===== src/rtl/loader_pkg.sv =====
// rtl/loader_pkg.sv - shared state encoding and byte-lane constants for the instruction loader (LOADER_CHECKSUM_EN adds CHECK)
package loader_pkg;

  typedef enum logic [2:0] {
    S_IDLE,
    S_BYTE0,
    S_BYTE1,
    S_BYTE2,
    S_WRITE,
    S_DONE
`ifdef LOADER_CHECKSUM_EN
    , S_CHECK
`endif
  } state_t;

  localparam int BYTES_PER_INSTR = 3;
  localparam int LANE_W = $clog2(BYTES_PER_INSTR);

  // Bits of the third byte that do not reach the instruction word.
  localparam logic [7:0] BYTE2_UNUSED_MASK = 8'hF8;

endpackage


===== src/rtl/instruction_assembler.sv =====
// rtl/instruction_assembler.sv - little-endian byte-lane capture register that builds one instruction word
module instruction_assembler
  import loader_pkg::*;
#(
  parameter int INSTR_LEN = 19
) (
  input  logic                 clk,
  input  logic                 rst,
  input  logic                 capture,
  input  logic [LANE_W-1:0]    lane,
  input  logic [7:0]           byte_in,
  output logic [INSTR_LEN-1:0] word
);

  logic [7:0] high_byte;
  logic       unused_high;

  assign high_byte   = byte_in & ~BYTE2_UNUSED_MASK;
  assign unused_high = ^high_byte[7:INSTR_LEN-16];

  // Drop each accepted byte into its lane; the top lane keeps only the low bits.
  always_ff @(posedge clk or posedge rst) begin
    if (rst) begin
      word <= '0;
    end else if (capture) begin
      if (lane == LANE_W'(0)) begin
        word[7:0] <= byte_in;
      end else if (lane == LANE_W'(1)) begin
        word[15:8] <= byte_in;
      end else begin
        word[INSTR_LEN-1:16] <= high_byte[INSTR_LEN-17:0];
      end
    end
  end

endmodule


===== src/rtl/instruction_loader.sv =====
// rtl/instruction_loader.sv - streams bytes into instruction memory while holding the CPU in reset (LOADER_CHECKSUM_EN adds XOR check)
module instruction_loader
  import loader_pkg::*;
#(
  parameter int INSTR_LEN = 19,
  parameter int ADDR_LEN  = 12
) (
  input  logic                 clk,
  input  logic                 rst,
  input  logic                 start,
  input  logic [ADDR_LEN-1:0]  prog_len,
  input  logic                 in_valid,
  input  logic [7:0]           in_data,
  output logic                 in_ready,
  output logic                 im_write_en,
  output logic [ADDR_LEN-1:0]  im_write_addr,
  output logic [INSTR_LEN-1:0] im_write_data,
  output logic                 cpu_rst,
  output logic                 busy,
  output logic                 done,
  output logic                 error
);

`ifdef LOADER_CHECKSUM_EN
  localparam state_t S_FINISH = S_CHECK;
`else
  localparam state_t S_FINISH = S_DONE;
`endif

  state_t              state, next_state;
  logic [ADDR_LEN-1:0] len_q, addr_q, count_q, count_next;
  logic                accept_start, handshake, last_instr, capture;
  logic [LANE_W-1:0]   lane;

  assign accept_start = start && (state == S_IDLE || state == S_DONE);
  assign handshake    = in_valid && in_ready;
  assign count_next   = count_q + ADDR_LEN'(1);
  assign last_instr   = (count_next == len_q);
  assign capture      = handshake && (state == S_BYTE0 || state == S_BYTE1 || state == S_BYTE2);
  assign lane         = (state == S_BYTE0) ? LANE_W'(0) :
                        (state == S_BYTE1) ? LANE_W'(1) : LANE_W'(2);

  assign im_write_addr = addr_q;

  instruction_assembler #(.INSTR_LEN(INSTR_LEN)) u_assembler (
    .clk     (clk),
    .rst     (rst),
    .capture (capture),
    .lane    (lane),
    .byte_in (in_data),
    .word    (im_write_data)
  );

  // State register.
  always_ff @(posedge clk or posedge rst) begin
    if (rst) state <= S_IDLE;
    else     state <= next_state;
  end

  // Length capture plus address and instruction counters.
  always_ff @(posedge clk or posedge rst) begin
    if (rst) begin
      len_q   <= '0;
      addr_q  <= '0;
      count_q <= '0;
    end else if (accept_start) begin
      len_q   <= prog_len;
      addr_q  <= '0;
      count_q <= '0;
    end else if (state == S_WRITE) begin
      addr_q  <= addr_q + ADDR_LEN'(1);
      count_q <= count_next;
    end
  end

`ifdef LOADER_CHECKSUM_EN
  logic [7:0] csum_q;
  logic       error_q;

  assign error = error_q;

  // Running XOR of data bytes, and the sticky error flag cleared by the next start.
  always_ff @(posedge clk or posedge rst) begin
    if (rst) begin
      csum_q  <= '0;
      error_q <= 1'b0;
    end else if (accept_start) begin
      csum_q  <= '0;
      error_q <= 1'b0;
    end else if (capture) begin
      csum_q  <= csum_q ^ in_data;
    end else if (state == S_CHECK && handshake && in_data != csum_q) begin
      error_q <= 1'b1;
    end
  end
`else
  assign error = 1'b0;
`endif

  // Next-state and Moore outputs.
  always_comb begin
    next_state  = state;
    in_ready    = 1'b0;
    im_write_en = 1'b0;
    busy        = 1'b0;
    done        = 1'b0;
    cpu_rst     = 1'b1;
    case (state)
      S_IDLE, S_DONE: begin
        if (state == S_DONE) begin
          done    = 1'b1;
          cpu_rst = 1'b0;
        end
        if (accept_start) next_state = (prog_len == '0) ? S_FINISH : S_BYTE0;
      end
      S_BYTE0: begin
        in_ready = 1'b1;
        busy     = 1'b1;
        if (handshake) next_state = S_BYTE1;
      end
      S_BYTE1: begin
        in_ready = 1'b1;
        busy     = 1'b1;
        if (handshake) next_state = S_BYTE2;
      end
      S_BYTE2: begin
        in_ready = 1'b1;
        busy     = 1'b1;
        if (handshake) next_state = S_WRITE;
      end
      S_WRITE: begin
        im_write_en = 1'b1;
        busy        = 1'b1;
        next_state  = last_instr ? S_FINISH : S_BYTE0;
      end
`ifdef LOADER_CHECKSUM_EN
      S_CHECK: begin
        in_ready = 1'b1;
        busy     = 1'b1;
        if (handshake) next_state = (in_data == csum_q) ? S_DONE : S_IDLE;
      end
`endif
      default: next_state = S_IDLE;
    endcase
  end

endmodule


===== config.mk =====
export PLATFORM = sky130hd
export DESIGN_NAME = instruction_loader
export DESIGN_NICKNAME = d
export VERILOG_FILES = /design/src/rtl/loader_pkg.sv /design/src/rtl/instruction_assembler.sv /design/src/rtl/instruction_loader.sv
export SDC_FILE = /design/constraint.sdc
export NUM_CORES = 1
export LEC_CHECK = 0
export CAP_MARGIN = 20
export CORE_MARGIN = 3
export CORE_UTILIZATION = 40
export DETAILED_ROUTE_END_ITERATION = 8
export PLACE_DENSITY = 0.74
export SETUP_SLACK_MARGIN = 0.02
export SKIP_CTS_REPAIR_TIMING = 1
export SYNTH_ARGS = -nofsm -noshare
export SYNTH_HDL_FRONTEND = slang
export SYNTH_SLANG_ARGS = --single-unit

===== constraint.sdc =====
create_clock -name clk -period 6.4 [get_ports clk]
set_clock_uncertainty 0.2 [all_clocks]
set_input_delay 1.92 -clock clk [delete_from_list [all_inputs] [get_ports clk]]
set_output_delay 1.92 -clock clk [all_outputs]
set_load 0.01 [all_outputs]

==> summary.md <==
| Metric | Value |
|---|---|
| Status | completed |
| Initial Util | 0.4246 |
| H-Tree Depth | 3 |
| Total Power | 1.614 mW |
| Final setup vio count | 0 |
| # clock sinks | 58 |
| Leakage | between 1.5 and 2 nW |
| WS Path Type | flop to output port |
| IO Pins | about 60 |
| Area Growth Syn to Fin | 30.27% |
| Worst R2R Path Depth | 7 |
| Fraction of registers with async set/reset | 1.000 |
| Final period utilization | 0.6936 |
| Syn avg cell area | between 10 and 15 µm² |
| Core area | 6982 µm² |
| Worst Path Max Fanout | 19 |
| Initial antenna violation count | 0 |
| Hold Crit Endpoint | u_assembler.word[6] |
| GRT overflow | 0 |
| I/O Buffers | 59 |
| Worst setup EP type | output port |
| First-pass DRT Iterations | 4 |
| Post-synth top area share | 0.4897 |
| Pin count of the biggest net entering global routing | 59 |
| Routed wire length | 6.429 mm |
| Worst r2r dst | im_write_addr[11] |
| Total global-route track usage | 0.1664 |
| Slew headroom | 0.3161 |
| Power per cell area | 418.0 nW/µm² |
| Number of CTS-inserted buffers | 9 |
| Die height | between 90 and 100 µm |
| CP arrival | 2.32 ns |
| Internal reg-to-reg setup slack | 3.60 ns |
| Post-route cell area | just under 4000 µm² |
| Vias per cell | 5.104 |
| Detailed Route Iter0 Violations | 94 |
| Global-route wire length before repair | 11.37 mm |
| Die area | 8479 µm² |
| Slew Viols, Final | 0 |
| Mapped Nets | 307 |
| Die width | about 90 µm |
| RSZ-0062 raised after global routing | false |
| DRC errors left | 0 |
| Placed instance area | 3635 µm² |
| Synth top area cells | dfrtp_1, mux2_2, xor2_1 |
| Cell accounting for the most synthesized area | dfrtp_1 |
| Final min period | roughly 4.4 ns |
| Min-delay src | u_assembler.word[6] |
| Vias in the first global route | 2372 |
| Root buffer cell | clkbuf_8 |
| Gpl congestion | 0.8968 |
| WP data required | ~4.3 ns |
| Worst-Skew Late Latency | 0.33 ns |
| Diodes inserted | 0 |
| Final hold vios | 0 |
| # rows | 30 |
| Synth unique cells | 47 |
| Yosys reg bits | between 50 and 60 |
| Worst Max-Slew Pin Slew | ~1 ns |
| Worst min-delay path category | flop to flop |
| Clk slew on worst S/H paths | 0.06 ns |
| EDFF count, synth | 0 |
| Post-Synthesis Cells | 281 |
| Max Cap Viol | 0 |
| WL/cell | 14.58 µm |
| Worst r2r src | state[2] |
| Main synth FF type | dfrtp_1 |
| Synthesized cell area | 2964 µm² |
| Register area share after synthesis | 0.4897 |
| Final ANT Viol Nets | 0 |
| Highest clock rate | 225.3 MHz |
| Hold Path Stages | 1 |
| Share of cells above drive strength 1 | 0.1681 |
| Final #Nets | around 370 |
| Max IR drop VDD | between 200 and 250 µV |
| Crit path launch type | flop |
| Maximum clock insertion buffer count | 2 |
| Setup TNS | 0 ns |
| CTS tree | done |
| DR vias | 2251 |
| Yosys warnings | 0 |
| Final HPWL DP | 4.613 mm |
cells in the final DEF (no fill, tap or decap), types with 10 or more instances in the layout:
cell             count
nand2_1             30
xnor2_1             14
clkbuf_8            10
xor2_1              17
o21ai_0             14
clkdlybuf4s50_1     59
nor2_1              24
mux2_2              31
dfrtp_1             58
a21oi_1             11
critical path, stage by stage (launching register included):
cell             delay, ns
dfrtp_1               0.69
nand2_4               0.24
inv_1                 0.43
clkdlybuf4s50_1       0.63
cell usage after synthesis (all sizes together), types with 2 or more instances:
| master | instances |
|---|---|
| nor2b | 3 |
| dfrtp | 58 |
| nand3 | 7 |
| o31ai | 3 |
| a22o | 2 |
| o21ai | 14 |
| nand2 | 31 |
| ha | 2 |
| xnor2 | 14 |
| nand2b | 3 |
| a21oi | 11 |
| buf | 4 |
| xor2 | 17 |
| nand4 | 5 |
| nor3 | 8 |
| mux2 | 31 |
| and3 | 5 |
| nor2 | 25 |
| clkbuf | 10 |
| or3 | 4 |
| nor4 | 2 |
| inv | 4 |
state kept, by name, indices dropped and copies added (netlist names):
register          cells
len_q                12
count_q              12
state                 3
u_assembler.word     19
im_write_addr        12
worst max path at each step:
stage               depth (start not counted)     start  slack [ns]                  end
global route                                3  state[2]        1.77          im_write_en
floorplan                                   1       rst        2.85           count_q[0]
detailed placement                          5     start        2.16          count_q[11]
global placement                            3  in_valid        2.23  u_assembler.word[0]
finish                                      3  state[2]        1.96          im_write_en
CTS                                         3  state[2]        1.94          im_write_en
where the power goes:
| group | leakage, nW | switching (mW) | internal (mW) |
|---|---|---|---|
| logic | 0.760 | 0.247 | 0.367 |
| clock network | 0.109 | 0.145 | 0.229 |
| registers | 0.738 | 0.132 | 0.494 |
| total | 1.61 | 0.524 | 1.09 |
per-stage QoR:
stage | hold slack (ns) | util | setup slack (ns) | instances
2_1_floorplan | 0.2826 | - | 2.852 | 281
3_3_place_gp | 0.2927 | 0.5206 | 2.233 | 424
3_5_place_dp | 0.2947 | 0.5206 | 2.162 | 424
4_1_cts | 0.3102 | 0.5520 | 1.940 | 440
5_1_grt | 0.3318 | 0.5530 | 1.775 | 441
6_report | 0.3061 | 0.5530 | 1.961 | 441
final cells by class:
type	count	area (µm²)
fill	628	3120
sequential	58	1451
multi-input combinational	205	1443
timing repair buffer	62	613.1
clock buffer	11	141.4
tap	96	120.1
clock inverter	5	77.57
inverter	4	15.01
routing by layer:
metal  up-vias  part of all wire  GRT usage
li1       1095                 -          -
met1      1095              0.47     0.2122
met2        51              0.48     0.2774
met3        10             0.039    0.04348
met4         0             0.013    0.04950
met5         -                 0          0
cell families (layout without fill, tap and decap cells):
logic type | after synthesis | count (layout) | share of synthesized area
compound gates | 40 | 40 | 0.08232
xor+xnor | 32 | 32 | 0.09920
fa+ha+maj | 2 | 2 | 0.008441
buf+inv | 18 | 82 | 0.02744
flops | 58 | 58 | 0.4897
mux | 31 | 31 | 0.1178
other cells | 1 | 1 | 0.001265
simple gates | 99 | 99 | 0.1739
(Power assumes the default switching activity.)
